===== src/rtl/nn_layer_sequencer.sv =====
// Control sequencer for the shared MLP neuron MAC datapath: two hidden passes,
// one output pass, then a serial signed arg-max of the output scores into label.
module nn_layer_sequencer #(
  parameter int N_IN    = 62,
  parameter int N_HID   = 20,
  parameter int N_OUT   = 10,
  parameter int N_PAR   = 10,
  parameter int SCORE_W = 16
) (
  input  logic                     clk,
  input  logic                     rst,
  input  logic                     start,
  input  logic [N_OUT*SCORE_W-1:0] score_in,
  output logic [1:0]               pass,
  output logic [15:0]              N,
  output logic [15:0]              counter,
  output logic                     acc_clr,
  output logic                     acc_en,
  output logic                     hreg1_en,
  output logic                     hreg2_en,
  output logic                     oreg_en,
  output logic                     busy,
  output logic                     done,
  output logic [7:0]               label
);

  // The output pass consumes both hidden halves, so its length is 2*N_PAR == N_HID.
  localparam int OUT_LEN = (N_HID == 2 * N_PAR) ? N_HID : 2 * N_PAR;
  localparam int IDX_W   = (N_OUT > 1) ? $clog2(N_OUT) : 1;

  localparam logic [2:0] S_IDLE   = 3'd0;
  localparam logic [2:0] S_CLR    = 3'd1;
  localparam logic [2:0] S_ACC    = 3'd2;
  localparam logic [2:0] S_LATCH  = 3'd3;
  localparam logic [2:0] S_ARGMAX = 3'd4;
  localparam logic [2:0] S_DONE   = 3'd5;

  logic [2:0]                state_q, state_d;
  logic [1:0]                pass_q, pass_d;
  logic [15:0]               counter_q, counter_d;
  logic [IDX_W-1:0]          idx_q, idx_d;
  logic signed [SCORE_W-1:0] best_q, best_d;
  logic [7:0]                arg_q, arg_d;
  logic [7:0]                label_q, label_d;

  logic [15:0]               macLen;
  logic signed [SCORE_W-1:0] scores [N_OUT];
  logic signed [SCORE_W-1:0] curScore;
  logic                      takeNew;
  logic signed [SCORE_W-1:0] bestNext;
  logic [7:0]                argNext;

  assign macLen = (pass_q == 2'd2) ? 16'(OUT_LEN) : 16'(N_IN);

  always_comb begin
    for (int k = 0; k < N_OUT; k++) begin
      scores[k] = score_in[k*SCORE_W +: SCORE_W];
    end
  end

  // Strict greater-than so that ties keep the earliest (lowest) index.
  assign curScore = scores[idx_q];
  assign takeNew  = (idx_q == '0) || (curScore > best_q);
  assign bestNext = takeNew ? curScore : best_q;
  assign argNext  = takeNew ? 8'(idx_q) : arg_q;

  always_comb begin
    state_d   = state_q;
    pass_d    = pass_q;
    counter_d = counter_q;
    idx_d     = idx_q;
    best_d    = best_q;
    arg_d     = arg_q;
    label_d   = label_q;
    case (state_q)
      S_IDLE: begin
        if (start) begin
          state_d   = S_CLR;
          pass_d    = 2'd0;
          counter_d = '0;
        end
      end
      S_CLR: state_d = S_ACC;
      S_ACC: begin
        if (counter_q == macLen - 16'd1) begin
          state_d = S_LATCH;
        end else begin
          counter_d = counter_q + 16'd1;
        end
      end
      S_LATCH: begin
        if (pass_q == 2'd2) begin
          state_d = S_ARGMAX;
          idx_d   = '0;
        end else begin
          state_d   = S_CLR;
          pass_d    = pass_q + 2'd1;
          counter_d = '0;
        end
      end
      S_ARGMAX: begin
        best_d = bestNext;
        arg_d  = argNext;
        if (idx_q == IDX_W'(N_OUT - 1)) begin
          state_d = S_DONE;
          label_d = argNext;
        end else begin
          idx_d = idx_q + 1'b1;
        end
      end
      S_DONE: begin
        state_d   = S_IDLE;
        pass_d    = 2'd0;
        counter_d = '0;
      end
      default: state_d = S_IDLE;
    endcase
  end

  always_ff @(posedge clk or negedge rst) begin
    if (!rst) begin
      state_q   <= S_IDLE;
      pass_q    <= 2'd0;
      counter_q <= '0;
      idx_q     <= '0;
      best_q    <= '0;
      arg_q     <= '0;
      label_q   <= '0;
    end else begin
      state_q   <= state_d;
      pass_q    <= pass_d;
      counter_q <= counter_d;
      idx_q     <= idx_d;
      best_q    <= best_d;
      arg_q     <= arg_d;
      label_q   <= label_d;
    end
  end

  assign pass     = pass_q;
  assign N        = macLen;
  assign counter  = counter_q;
  assign acc_clr  = (state_q == S_CLR);
  assign acc_en   = (state_q == S_ACC);
  assign hreg1_en = (state_q == S_LATCH) && (pass_q == 2'd0);
  assign hreg2_en = (state_q == S_LATCH) && (pass_q == 2'd1);
  assign oreg_en  = (state_q == S_LATCH) && (pass_q == 2'd2);
  assign busy     = (state_q == S_CLR) || (state_q == S_ACC) ||
                    (state_q == S_LATCH) || (state_q == S_ARGMAX);
  assign done     = (state_q == S_DONE);
  assign label    = label_q;

endmodule


===== config.mk =====
export PLATFORM = sky130hd
export DESIGN_NAME = nn_layer_sequencer
export DESIGN_NICKNAME = d
export VERILOG_FILES = /design/src/rtl/nn_layer_sequencer.sv
export SDC_FILE = /design/constraint.sdc
export NUM_CORES = 1
export LEC_CHECK = 0
export CAP_MARGIN = 20
export CORE_MARGIN = 5
export CORE_UTILIZATION = 25
export CTS_CLUSTER_SIZE = 24
export DETAILED_ROUTE_END_ITERATION = 10
export PLACE_DENSITY_LB_ADDON = 0.05
export SLEW_MARGIN = 10
export SYNTH_ARGS = -nofsm -noshare
export SYNTH_HDL_FRONTEND = slang
export SYNTH_SLANG_ARGS = --single-unit

===== constraint.sdc =====
create_clock -name clk -period 5.4 [get_ports clk]
set_input_delay 0.54 -clock clk [delete_from_list [all_inputs] [get_ports clk]]
set_output_delay 0.54 -clock clk [all_outputs]
set_load 0.005 [all_outputs]

==> summary.txt <==
Synthesis
  • #FFs+latches synth: 57
  • Async S/R FF share, synth: 1.00
  • Avg Cell Area, Syn: 9.94 um^2
  • Gate count of the mapped netlist: roughly 470
  • Netlist cell types: 53
  • Sequential share of the synthesized area: 0.309
  • EDFF count, synth: 0
  • Largest area contributor in the netlist: dfrtp_1
  • Yosys warns: 0
  • Area contributors post-synth: dfrtp_1 31%, mux4_2 16%, ha_1 6.2%, mux2i_1 4.3%, mux2_4 3.6%
  • Mapped Area: 0.00462 mm^2
  • Top-area cell type share of the netlist area: 0.309
  • Most used DFF post-synth: dfrtp_1

Clock network
  • H-tree levels: 3
  • Clk slew on worst S/H paths: 0.05 ns
  • Post-CTS setup buffer count: 0
  • Clk root buf: clkbuf_16
  • Post-CTS sizing: 0
  • Hold_buf cts: 0
  • TritonCTS Buffers: 9
  • Clk sinks: 57
  • CTS tree: built
  • Max Root-Sink Buffers: 2
  • Clk Latency, worst-skew pair: approximately 0.33 ns

Floorplanning
  • IO Pins: 212
  • Initial Util: 0.256
  • Die span in x: 146 um
  • Num rows: between 40 and 50
  • Die Footprint: ~0.021 mm^2
  • Die Span Y: 146 um
  • Core Area: about 0.018 mm^2

STA
  • Worst Tran Pin Value: between 1 and 1.5 ns
  • Setup TNS: 0 ns
  • Final critical-path required period: around 4.5 ns
  • Unrepaired setup endpoints after global routing: no
  • Final setup viols: 0
  • Final slew viol count: 0
  • Final period util: 0.841
  • Max frequency: about 220 MHz
  • Hold Violations, Final: 0
  • Max_slew headroom: 0.279
  • Worst setup margin: 0.858 ns
  • Hold WS: about 0.37 ns
  • Worst clock skew: 0.00654 ns

Finish
  • Commonest non-fill, non-tap cell in the layout: clkdlybuf4s50_1
  • Layout cells sized above 1: 0.128
  • Area delta synth->final: 52.4%
  • Ant diodes: 0
  • Commonest non-fill, non-tap cells in the layout: 197 x clkdlybuf4s50_1, 56 x dfrtp_1, 44 x nand2_1, 42 x nor2_1, 33 x inv_1
  • Non-filler instance count after layout: just under 900
  • # nets final: ~840

Critical path
  • Worst setup startpoint: idx_q[0]$_DFFE_PN0P_
  • CP Launch Type: flip-flop
  • WS Path Type: reg -> reg
  • Critical path data required time: 5.61 ns
  • CP max-delay cell: dfrtp_4
  • Max stage delay on crit path: approximately 0.83 ns
  • Worst path cell trace: mux4_2 > a211oi_1 > a21oi_1 > ha_1 > nand4_2 > nor4_2 > nand4_1 > a32o_2 > o21ai_4 > mux2_2
  • Largest fanout on the critical path: 34
  • Setup crit end kind: flip-flop
  • Reg-to-reg startpoint: idx_q[0]$_DFFE_PN0P_
  • Crit path DAT: around 4.8 ns

Global route
  • Total Routing Usage GR: 0.157
  • Vias in the first global route: between 4000 and 5000
  • Overflow after GRT: 0
  • Largest net degree at the start of global routing: 58
  • Wire length of the first global-routing pass: between 20 and 30 mm
  • Initial antenna violation count: 0

Detailed routing
  • Post-Route WL: approximately 17 mm
  • Via density: about 4.8
  • DRT iter0 DRCs: about 180
  • Routed Antenna Nets: 0
  • Routed length per placed instance: ~19 um
  • DR vias: ~4200
  • DR DRC count: 0
  • DRT Pass-1 Iters: 4

Placement
  • Gp weighted congestion: approximately 0.75
  • Detailed-placement wirelength estimate: 13.4 mm
  • PortBufs: ~200
  • Cells after DPL: 869
  • Worst slack at placement: 0.837 ns

Power
  • Total power: around 0.0026 W
  • Leakage: between 2 and 3 nW
  • Combinational share of power: 0.550
  • P_int: 0.00159 W
  • Sw Pwr: 0.000991 W
  • Peak supply drop: approximately 0.14 mV
  • Net Sw Frac: 0.385
  • Flop pwr share: 0.251
  • Clock share of power: 0.200
  • Pwr dens: ~370 mW/mm^2

Run
  • MaxCap Viol Count: 0

Status
  • Run status: finished, final reports clean

Min path
  • Worst Hold Class: in -> async
[stage by stage]
step,util,cell area (um^2)
final,0.389,7040
after global routing,0.389,7040
after CTS,0.389,7030
after detailed placement,0.374,6760
after global placement,0.373,6750
after floorplan,-,4660
[kinds of logic after synthesis]
kind of cell,Yosys count,share of synthesized area
AOI/OAI and AO/OA,87,0.131
xor gates and xnor gates,13,0.0246
adders and majority gates,23,0.0623
buffers and inverters,75,0.0790
DFF,57,0.309
muxes,69,0.250
other,2,0.00162
and+or+nand+nor,139,0.143
[per-layer routing]
metal	routed length [um]	track usage
met4	166	0.0367
met1	7360	0.205
met3	1000	0.0333
met2	8030	0.267
met5	0	0
[sequential cells by signal, summed over array words and instances, names as in the netlist]
register / count
arg_q: 8
best_q: 16
label: 8
pass: 2
counter: 16
idx_q: 4
state_q: 3
[synthesized netlist by cell type, drive strengths merged (16+ instances only)]
library cell  number
a21oi             27
ha                23
dfrtp             57
clkbuf            18
o21ai             16
buf               24
a211oi            17
mux2i             20
mux2              17
inv               33
mux4              32
nor2              42
nand2             44
[power groups by stage]
stage | combinational (W) | sequential, W | clock [W]
finish | 0.00142 | 0.000647 | 0.000514
global route | 0.00159 | 0.000671 | 0.000552
detailed placement | 0.00144 | 0.000651 | 0
CTS | 0.00145 | 0.000648 | 0.000530
global placement | 0.00143 | 0.000653 | 0
floorplan | 0.00103 | 0.000569 | 0
[path summary, 6_finish.rpt]
kind	cells after the start	slack, ns	endpoint
worst max register to register	10	0.86	best_q[2]$_DFFE_PN0P_
min in group clk	2	0.47	label[7]$_DFFE_PN0P_
worst min-delay path	2	0.37	best_q[11]$_DFFE_PN0P_
worst min register to register	2	0.47	label[7]$_DFFE_PN0P_
worst max-delay path	10	0.86	best_q[2]$_DFFE_PN0P_
max in group asynchronous	2	4.45	idx_q[0]$_DFFE_PN0P_
[critical path: cells and delay by family, from the launching register on]
kind | cells | cell delay (ns)
DFF | 1 | 0.83
AOI/OAI and AO/OA | 4 | 1.38
muxes | 2 | 1.04
adders and majority gates | 1 | 0.39
and+or+nand+nor | 3 | 0.74
[layout make-up]
type	instances	area [um^2]
inverters	33	124
flip-flops and latches	57	1430
repair buffers	207	2060
clock buffers	13	250
well taps	229	287
multi-input cells	344	2870
clock inverters	3	17.5
fillers	1767	11000
Note: power is estimated with default switching activity, not from simulation.
